`src/rtl/hack_memory_controller.sv`:
```
// Memory-side responder for the Hack CPU: serialises instruction fetch, data read and
// data write onto one fixed-latency single-port memory, holding the CPU until both are ready.
module hack_memory_controller #(
  parameter int unsigned MEM_LATENCY      = 1,
  parameter bit          SKIP_UNUSED_READ = 1'b1
) (
  input  logic        clock,
  input  logic        reset_n,
  input  logic [14:0] cpu_pc,
  input  logic [14:0] cpu_address_m,
  input  logic [15:0] cpu_out_m,
  input  logic        cpu_write_m,
  output logic [15:0] cpu_instruction,
  output logic [15:0] cpu_in_m,
  output logic        cpu_hold,
  output logic [15:0] mem_address,
  output logic        mem_read_en,
  output logic        mem_write_en,
  output logic [15:0] mem_wdata,
  input  logic [15:0] mem_rdata
);

  typedef enum logic [2:0] {
    StResetIdle,
    StIReq,
    StIWait,
    StDReq,
    StDWait,
    StExec
  } state_e;

  localparam logic [2:0] LatCount = 3'(MEM_LATENCY);

  state_e      state_q, state_d;
  logic [2:0]  cnt_q, cnt_d;
  logic [15:0] instr_q, instr_d;
  logic [15:0] data_q, data_d;
  logic        needs_m;

  // Only C-instructions with the a-bit set read M.
  assign needs_m = mem_rdata[15] & mem_rdata[12];

  always_comb begin
    state_d      = state_q;
    cnt_d        = cnt_q;
    instr_d      = instr_q;
    data_d       = data_q;
    mem_read_en  = 1'b0;
    mem_write_en = 1'b0;
    mem_address  = 16'h0000;
    mem_wdata    = 16'h0000;
    unique case (state_q)
      StResetIdle: state_d = StIReq;
      StIReq: begin
        mem_read_en = 1'b1;
        mem_address = {1'b1, cpu_pc};
        cnt_d       = LatCount;
        state_d     = StIWait;
      end
      StIWait: begin
        cnt_d = cnt_q - 3'd1;
        if (cnt_q == 3'd1) begin
          instr_d = mem_rdata;
          state_d = (needs_m || !SKIP_UNUSED_READ) ? StDReq : StExec;
        end
      end
      StDReq: begin
        mem_read_en = 1'b1;
        mem_address = {1'b0, cpu_address_m};
        cnt_d       = LatCount;
        state_d     = StDWait;
      end
      StDWait: begin
        cnt_d = cnt_q - 3'd1;
        if (cnt_q == 3'd1) begin
          data_d  = mem_rdata;
          state_d = StExec;
        end
      end
      StExec: begin
        // Commit the previous instruction's pending write on the edge ending EXEC.
        if (cpu_write_m) begin
          mem_write_en = 1'b1;
          mem_address  = {1'b0, cpu_address_m};
          mem_wdata    = cpu_out_m;
        end
        state_d = StIReq;
      end
      default: state_d = StResetIdle;
    endcase
  end

  always_ff @(posedge clock or negedge reset_n) begin
    if (!reset_n) begin
      state_q <= StResetIdle;
      cnt_q   <= 3'd0;
      instr_q <= 16'h0000;
      data_q  <= 16'h0000;
    end else begin
      state_q <= state_d;
      cnt_q   <= cnt_d;
      instr_q <= instr_d;
      data_q  <= data_d;
    end
  end

  assign cpu_hold        = (state_q != StExec);
  assign cpu_instruction = instr_q;
  // The data read happened before the pending write commits, so forward it.
  assign cpu_in_m        = (state_q == StExec && cpu_write_m) ? cpu_out_m : data_q;

endmodule
```
`config.mk`:
```
export PLATFORM = sky130hd
export DESIGN_NAME = hack_memory_controller
export DESIGN_NICKNAME = d
export VERILOG_FILES = /design/src/rtl/hack_memory_controller.sv
export SDC_FILE = /design/constraint.sdc
export NUM_CORES = 1
export LEC_CHECK = 0
export BUFFER_PORTS_ARGS = -buffer_cell sky130_fd_sc_hd__buf_2
export CORE_ASPECT_RATIO = 0.75
export CORE_MARGIN = 5
export CORE_UTILIZATION = 39
export DETAILED_ROUTE_END_ITERATION = 8
export GPL_TIMING_DRIVEN = 1
export PLACE_DENSITY = 0.85
export SLEW_MARGIN = 15
export SYNTH_ARGS = -nofsm -noshare
export SYNTH_HDL_FRONTEND = slang
export SYNTH_SLANG_ARGS = --single-unit
```
`constraint.sdc`:
```
create_clock -name clock -period 1.5 [get_ports clock]
set_input_delay 0.3 -clock clock [delete_from_list [all_inputs] [get_ports clock]]
set_output_delay 0.3 -clock clock [all_outputs]
set_load 0.02 [all_outputs]
```
==> metrics.txt, run 1 <==
Longest Clk Path Bufs=2; Yosys Warn Count=0; R2R depth=7; net count of the mapped netlist=between 200 and 250; Yosys reg bits=38; Slew Viols, Final=0; Synth top cells by count=dfrtp_1 (38), mux2_2 (38), and2_1 (17); worst skew pair latency=between 200 and 300 ps; IO Port Bufs=around 130; placed cell area=3170 sq um; DRC viols=0; design area=4000 sq um; minimum clock period=approximately 2100 ps; syn avg cell area=approximately 12 sq um; Initial Util=about two fifths; placed wire-length estimate=~4600 um; kind of critical path=reg -> out; H-tree Lvls=2; hold slack=between 60 and 70 ps; WP data required=about 1200 ps; initial antenna violation count=1; MaxCap Viol Count=0; Row Count=23; CP max FO=4; relative slew slack=67.0%; Worst-Margin Slew=495 ps; antenna-violating nets left=0; final hold vios=0; Max Clock Freq=0.481 GHz; Top FF cell, synth=dfrtp_1; CP startpoint kind=register; Int Pwr=around 5.5 mW; Routed WL=between 8000 and 9000 um; Synth Instances=172; die width=95.0 um; Compound-Gate Fraction of Synth Area=between 10% and 20%; sw frac=around two fifths; final cell count without fillers=between 400 and 500; DR vias/cell=about 5.3; final period utilization=139%; pin count of the biggest net entering global routing=39; Area growth syn-to-layout=89.6%; placed cell count=between 300 and 400; Tot GR Track Use=between 20% and 30%; Pre-antenna DRT Iters=4; global-route wire length before repair=around 11000 um; Critical path origin=state_q[1]; leakage=between 2 and 2.5 nW; setup ws final=-578 ps; layout cells sized above 1=slightly above 80%; violated checks=setup timing; Ports=~130; share of the synthesized area in the top cell type=between 40 and 50%; share of power burned in registers=a little over a fifth; Comb power frac=70.1%; top cells by area, synth=dfrtp_1 (45%), mux2_2 (20%), mux2_4 (7.1%), a22o_1 (6.2%), and2_1 (5.0%); pwr dens=approximately 2300 nW/um^2; Hold-fix buffers, CTS=0; CTS Sinks=38; mux cell area share after synthesis=~27%; Clk pwr share=about 9%; CP endpoint kind=output pin; Worst VDD drop=~1.2 mV; vias in the first global route=around 2200; Post-Synth Simple-Gate Area=a little under an eighth; die outline area=7000 sq um; Async SR Flop Fraction=100%; largest family of logic cells by synthesized area=multiplexers; CTS buffer count=5; fill cell count=320; sw power=approximately 3.6 mW; Final setup violation count=88; Min-Delay Path Class=in -> async; RSZ-0062 raised after global routing=yes; Seq/Total Area, Yosys=around 45%; CTS tree=yes; DR vias=around 2200; initial DRC count=180; Post-synth EDFFs=0; reg-to-reg startpoint=cnt_q[1]; Worst Clk Skew=9.57 ps; status=complete, but fails checks; total grt overflow=0; Die Y=73.7 um; Core ar.=5300 sq um; final net count=slightly above 400; adder-cell share of the synthesized area=under 10%; Synth area leader=dfrtp_1; WL/cell=about 21 um; XOR/XNOR Fraction of Synth Area=0%; CP cell instances=nor2b_2 -> and3_4 -> clkbuf_16 -> mux2_4 -> buf_6; Worst-path clk slew=approximately 80 ps; root buffer cell=clkbuf_8; Distinct cells, synth=36; slowest stage delay, CP=roughly 440 ps; arrival time worst endpoint=1780 ps; Slowest cell on crit path=dfrtp_1; GPL Wtd Cong=around 0.8; Mapped Area=around 2100 sq um
[placed cells by master, fill, tap and decap left out, types with 2 or more instances in the layout]
cell	Yosys	final
a22o_4	0	10
nand2_1	4	3
buf_12	0	5
and2_2	0	15
mux2_2	38	19
nor2_1	5	4
buf_4	2	37
a22o_1	15	5
buf_6	1	43
mux2_4	10	29
buf_16	0	4
and2_4	0	2
nor2b_2	1	2
buf_8	0	3
a21oi_1	2	2
clkbuf_8	0	8
buf_2	8	80
clkbuf_16	0	2
dfrtp_1	38	38
inv_1	4	3
[final timing paths]
kind	to	slack [ps]
worst min register to register	cpu_instruction[14]	510
min in group clock	cpu_instruction[5]	260
worst max register to register	cpu_instruction[8]	-210
max in group asynchronous	data_q[10]	1090
worst min-delay path	data_q[9]	60
worst max-delay path	cpu_in_m[8]	-580
[kinds of logic (layout without fill, tap and decap cells)]
group                      count (synthesis)  count (layout)
muxes                                     48              48
and+or+nand+nor                           40              40
DFF                                       38              38
AOI/OAI and AO/OA                         28              28
buffers and inverters                     16             186
adders and majority gates                  2               2
other                                      0               1
[repair_timing]
item                                    CTS  global route
endpoints found under the hold margin     0             0
endpoints found under the setup margin   68            84
gates resized for setup                  77            58
pin swaps                                 4            16
gates cloned                              4             2
buffers inserted                          4            13
[stage by stage]
step	setup TNS (ps)	util, %	power [mW]	setup WS, ps
2_1_floorplan	-4590	-	4.85	-135
5_1_grt	-34280	75.6	9.50	-618
3_5_place_dp	-8270	59.8	6.30	-267
3_3_place_gp	-5220	59.8	6.15	-186
4_1_cts	-24240	68.8	7.87	-532
6_report	-30360	75.6	9.11	-578
[power groups by stage]
stage	clock, mW	sequential, mW	combinational, mW
floorplan	0	2.07	2.79
global placement	0	1.80	4.35
detailed placement	0	1.84	4.46
CTS	0.824	1.84	5.20
global route	0.892	1.95	6.66
finish	0.822	1.90	6.39
[per-layer routing]
layer  GRT usage, %  part of all wire, %  vias up  wire length, um
met5              0                    0        -                0
met3           4.09                  5.8       23              519
met2           38.6                   53      106             4740
li1               -                    -      959                -
met4           5.28                  2.7        0              240
met1           23.1                   38     1113             3420
[flip-flops by register name, summed over array words and instances, names as in the netlist]
register / flops
cnt_q: 3
cpu_instruction: 16
state_q: 3
data_q: 16
[critical path, delay by kind of cell, from the launching register on]
kind,cells,cell delay [ps]
buf+inv,2,300
flops,1,440
mux,1,310
simple gates,2,430
[layout make-up]
cell class	count	area [sq um]	area share, %
tap	75	93.8	2.34
inverter	4	15.0	0.375
antenna	1	2.50	0.0625
clock buffer	8	110	2.75
sequential	38	951	23.8
multi-input combinational	118	1360	34.1
timing repair buffer	174	1470	36.7
Note: power is estimated with default switching activity, not from simulation.
==> run 2, diff against run 1 <==
--- a/config.mk
+++ b/config.mk
@@ -12,7 +12,7 @@
 export DETAILED_ROUTE_END_ITERATION = 8
 export GPL_TIMING_DRIVEN = 1
 export PLACE_DENSITY = 0.85
-export SLEW_MARGIN = 15
+export REMOVE_ABC_BUFFERS = 1
 export SYNTH_ARGS = -nofsm -noshare
 export SYNTH_HDL_FRONTEND = slang
 export SYNTH_SLANG_ARGS = --single-unit
==> run 2 against run 1 <==
  * The flow still finishes with violations (setup timing)
  * Register-to-register slack better by 100 ps
  * Sequential power shrank 3%
  * Die area is the same
  * Sequential share of layout area grew 1.1 points
  * Clock power grew 0.5%
  * Routed wire length shrank 16%
  * Global-route usage fell by 2.5 points
  * Combinational power down 12%
  * Highest routed layer unchanged
==> metrics.txt, run 2 (synthesis gave the netlist of run 1 again) <==
status=complete, but fails checks; violated checks=setup timing; Min-Delay Path Class=in -> async; FF+latch area=around 950 sq um; Ports=~130; Routed WL=7520 um; Worst Clk Skew=~6.4 ps; Tot GR Track Use=around 18%; Pre-antenna DRT Iters=4; WP data required=around 1200 ps; worst r2r dst=data_q[5]; die width=95.0 um; final period utilization=135%; GPL Wtd Cong=slightly above 0.8; pin count of the biggest net entering global routing=39; pwr dens=2170 nW/um^2; minimum clock period=around 2000 ps; relative slew slack=~67%; antenna-violating nets left=0; CTS tree=yes; CTS buffer count=5; CP endpoint kind=output pin; initial DRC count=approximately 80; final hold vios=0; worst skew pair latency=290 ps; setup ws final=-527 ps; Initial Util=between 30% and 40%; worst path bufs/invs=2; global-route wire length before repair=just under 10000 um; hold slack=approximately 50 ps; DP Worst Slack=-224 ps; arrival time worst endpoint=about 1700 ps; Worst-path clk slew=80 ps; CTS Sinks=38; initial antenna violation count=0; Slew Viols, Final=0; kind of critical path=reg -> out; Top Family by Delay on Critical Path=flip-flops; CP startpoint kind=register; DR vias=approximately 2000; Hold-fix buffers, CTS=0; final net count=about 400; r2r setup slk=-110 ps; IO Port Bufs=roughly 130; Die Y=approximately 74 um; Row Count=23; Max Clock Freq=0.493 GHz; DR vias/cell=about 4.9; Area growth syn-to-layout=80.9%; MaxCap Viol Count=0; Final setup violation count=76; CP cell instances=nor2b_4 -> and3_4 -> clkbuf_16 -> mux2_4 -> buf_6; vias in the first global route=2018; CP max FO=6; commonest non-fill, non-tap cell in the layout=buf_2; Comb power frac=67.6%; RSZ-0062 raised after global routing=yes; fill cell count=around 360; Worst VDD drop=~1.1 mV; commonest non-fill, non-tap cells in the layout=buf_2 (80), buf_6 (62), dfrtp_1 (38); multi-input logic area=about 1300 sq um; Worst-Margin Slew=about 490 ps; slowest stage delay, CP=~420 ps; root buffer cell=clkbuf_8; Clk pwr share=around a tenth; die outline area=~7000 sq um; WL/cell=between 15 and 20 um; reg-to-reg startpoint=cnt_q[1]; leakage=1.91 nW; Longest Clk Path Bufs=2; layout cells sized above 1=between 70% and 80%; H-tree Lvls=2; sw frac=about two fifths; share of power burned in registers=about 22%; total grt overflow=0; R2R depth=7; antenna cells=0; DRC viols=0; sw power=3.21 mW; Core ar.=around 5300 sq um; Slowest cell on crit path=dfrtp_1; placed wire-length estimate=~4700 um; Int Pwr=5.08 mW
[run 2: routing by layer]
layer	share of wire, %	global-route usage, %	up-vias	wire [um]
li1	-	-	940	-
met5	0	0	-	0
met4	0.60	2.88	0	45
met3	5.6	4.40	7	422
met1	39	21.8	1003	2950
met2	55	32.0	75	4100
[run 2: power groups by stage]
stage | Sequential (mW) | Clock [mW] | Combinational, mW
5_1_grt | 1.91 | 0.882 | 5.91
3_5_place_dp | 1.82 | 0 | 4.18
3_3_place_gp | 1.80 | 0 | 4.05
6_report | 1.85 | 0.826 | 5.60
2_1_floorplan | 2.12 | 0 | 2.28
4_1_cts | 1.83 | 0.825 | 4.55
[run 2: timing repair]
| action | CTS | global route |
|---|---|---|
| pin swaps | 2 | 20 |
| resized for setup | 56 | 111 |
| endpoints found under the hold margin | 0 | 0 |
| endpoints found under the setup margin | 82 | 85 |
| cloned | 1 | 4 |
| buffers inserted | 2 | 9 |
[run 2: how the worst max path moves through the flow]
stage / start / end / slack [ps] / cells after the start
floorplan: state_q[2] / cpu_in_m[0] / -760 / 3
global placement: state_q[1] / cpu_in_m[10] / -190 / 5
detailed placement: state_q[1] / cpu_in_m[6] / -220 / 5
CTS: state_q[1] / cpu_in_m[11] / -500 / 5
global route: state_q[2] / cpu_in_m[5] / -570 / 5
finish: state_q[1] / cpu_in_m[5] / -530 / 5
[run 2: layout make-up]
cell class	instances	share of cell area, %
flip-flops and latches	38	24.9
clock buffers	8	2.88
repair buffers	167	36.6
well taps	75	2.46
multi-input cells	118	32.8
inverters	4	0.393
[run 2: through the flow]
step	util [%]	setup TNS [ps]	power (mW)	std cells	cell area [sq um]
3_5_place_dp	57.0	-8010	6.00	388	3020
6_report	72.2	-22970	8.28	410	3820
4_1_cts	63.2	-20500	7.20	399	3350
2_1_floorplan	-	-29200	4.39	160	2040
3_3_place_gp	57.0	-5640	5.85	388	3020
5_1_grt	72.2	-27750	8.70	410	3820
==> run 3, diff against run 2 <==
--- a/config.mk
+++ b/config.mk
@@ -5,13 +5,14 @@
 export SDC_FILE = /design/constraint.sdc
 export NUM_CORES = 1
 export LEC_CHECK = 0
+export ABC_AREA = 1
 export BUFFER_PORTS_ARGS = -buffer_cell sky130_fd_sc_hd__buf_2
 export CORE_ASPECT_RATIO = 0.75
 export CORE_MARGIN = 5
 export CORE_UTILIZATION = 39
 export DETAILED_ROUTE_END_ITERATION = 8
 export GPL_TIMING_DRIVEN = 1
-export PLACE_DENSITY = 0.85
+export PLACE_DENSITY = 0.84
 export REMOVE_ABC_BUFFERS = 1
 export SYNTH_ARGS = -nofsm -noshare
 export SYNTH_HDL_FRONTEND = slang
==> run 3 against run 2 <==
  * The run still ends with setup timing left
  * Worst setup slack improved by 230 ps
  * Count of clock-buffer cells in the layout decreased by 1
  * Sequential power about the same
  * Critical path type unchanged
  * Largest power group unchanged
==> metrics.txt, run 3 <==
status=complete, but fails checks; violated checks=setup timing; GPL Wtd Cong=0.870; pin count of the biggest net entering global routing=39; CTS Sinks=38; Synth area leader=dfrtp_1; layout cells sized above 1=between 40% and 50%; root buffer cell=clkbuf_8; die outline area=a little over 7000 sq um; Row Count=23; final hold vios=0; Slew Viols, Final=0; Core ar.=~5400 sq um; DR vias/cell=roughly 4.7; Max Clock Freq=~0.56 GHz; antenna-violating nets left=0; Worst-Margin Slew=between 400 and 500 ps; Die Y=74.7 um; CP startpoint kind=register; die width=96.2 um; global-route wire length before repair=9790 um; Worst-path clk slew=about 70 ps; CTS tree=yes; syn avg cell area=between 6 and 7 sq um; leakage=approximately 2.0 nW; Area growth syn-to-layout=56.7%; kind of critical path=reg -> out; IO Port Bufs=approximately 130; share of the synthesized area in the top cell type=a little over two fifths; pwr dens=2020 nW/um^2; total grt overflow=0; vias in the first global route=2332; Hold-fix buffers, CTS=0; Longest Clk Path Bufs=2; Yosys reg bits=38; DR vias=around 2500; Synth top cells by count=nand2_1 (100), o21ai_0 (49), inv_1 (44); commonest non-fill, non-tap cell in the layout=nand2_1; multi-input logic area=roughly 1100 sq um; Final setup violation count=50; minimum clock period=approximately 1800 ps; final period utilization=119%; FF+latch area=between 900 and 1000 sq um; Worst Clk Skew=4.51 ps; initial DRC count=a little under 90; CTS buffer count=5; RSZ-0062 raised after global routing=yes; post-CTS setup buffers=0; WP data required=1200 ps; design area=3410 sq um; MaxCap Viol Count=0; Routed WL=6560 um; Seq/Total Area, Yosys=43.7%; cell with the most instances after synthesis=nand2_1; Ports=between 100 and 150; hold slack=~67 ps; fill cell count=slightly below 500; Min-Delay Path Class=in -> async; relative slew slack=between 60% and 70%; WL/cell=12.4 um; Async SR Flop Fraction=between 90% and 100%; Tot GR Track Use=roughly 17%; setup ws final=-292 ps; Top FF cell, synth=dfrtp_1; Distinct cells, synth=19; placed wire-length estimate=around 4900 um; Post-synth EDFFs=0; Synth Instances=315; Yosys Warn Count=0; Mapped Area=about 2200 sq um; DRC viols=0; worst skew pair latency=approximately 280 ps; H-tree Lvls=2; initial antenna violation count=0; CP endpoint kind=output pin; top cells by area, synth=dfrtp_1 (44%), nand2_1 (17%), o21ai_0 (11%), nand3_1 (8.3%), inv_1 (7.6%); Worst VDD drop=1.06 mV; final net count=520; placed cell area=~3000 sq um; Pre-antenna DRT Iters=6; CP max FO=8; arrival time worst endpoint=1490 ps; commonest non-fill, non-tap cells in the layout=nand2_1 (99), buf_2 (81), inv_1 (42); Initial Util=~40%; antenna cells=0; setup TNS=-11960 ps
## run 3: cell count changes in the layout (fill, tap and decap cells not counted), sizes merged, moves of 17 or more
cell	change
inv	+41
nand2	+97
nor2	+18
nand3	+34
buf	-18
and2	-17
mux2	-48
o21ai	+48
## run 3: routing by layer
metal  global-route usage, %  vias up  share of wire, %
li1                        -     1259                 -
met1                    20.0     1139                40
met2                    31.2       75                53
met3                    4.50       10               5.6
met4                    3.94        0               1.3
met5                       0        -                 0
## run 3: worst max-delay path: stages, from the launching register on
cell     delay (ps)
dfrtp_1         370
buf_4           150
nand2_1         110
nor2_4          150
buf_6           150
nand2_1          60
nand3_1          90
buf_4           140
## run 3: worst paths after layout
path                                from            endpoint  slack, ps  depth (start not counted)
max in group asynchronous        reset_n           data_q[8]       1100                          2
max reg2reg                   state_q[1]  cpu_instruction[5]         70                          8
min in group clock         mem_rdata[10]          data_q[10]        280                          3
min reg2reg                    data_q[3]           data_q[3]        480                          2
max                           state_q[1]      mem_address[0]       -290                          7
min                              reset_n            cnt_q[2]         70                          2
## run 3: area by class of cell
class | count | area share, %
Multi-Input combinational cell | 216 | 31.2
Timing Repair Buffer | 147 | 30.5
Sequential cell | 38 | 27.9
Inverter | 45 | 4.96
Tap cell | 75 | 2.75
Clock buffer | 7 | 2.53
Clock inverter | 1 | 0.147
## run 3: report_power, final
part,switching [mW],internal (mW)
Clock,0.332,0.371
Combinational,2.55,1.79
Sequential,0.292,1.54
## run 3: cell families (layout without fill, tap and decap cells)
| logic type | count (synthesis) | after routing | synth area share, % |
|---|---|---|---|
| compound gates | 52 | 52 | 12.1 |
| xor+xnor | 1 | 1 | 0.403 |
| fa+ha+maj | 2 | 2 | 1.15 |
| buf+inv | 61 | 200 | 12.1 |
| flops | 38 | 38 | 43.7 |
| simple gates | 161 | 161 | 30.6 |
## run 3: metrics by stage
| step | total power, mW | setup slack (ps) | utilization (%) | instances |
|---|---|---|---|---|
| final | 6.87 | -292 | 63.3 | 529 |
| after global routing | 7.40 | -389 | 63.3 | 529 |
| after CTS | 6.58 | -295 | 60.4 | 528 |
| after detailed placement | 5.61 | -33.9 | 55.8 | 520 |
| after global placement | 5.49 | 25.1 | 55.8 | 520 |
| after floorplan | 4.11 | -629 | - | 299 |
## run 3: repair_timing
item                       in CTS  in global routing
gates cloned                    0                  1
pin swaps                       0                  1
gates resized for setup        72                 51
setup endpoints to repair      51                 82
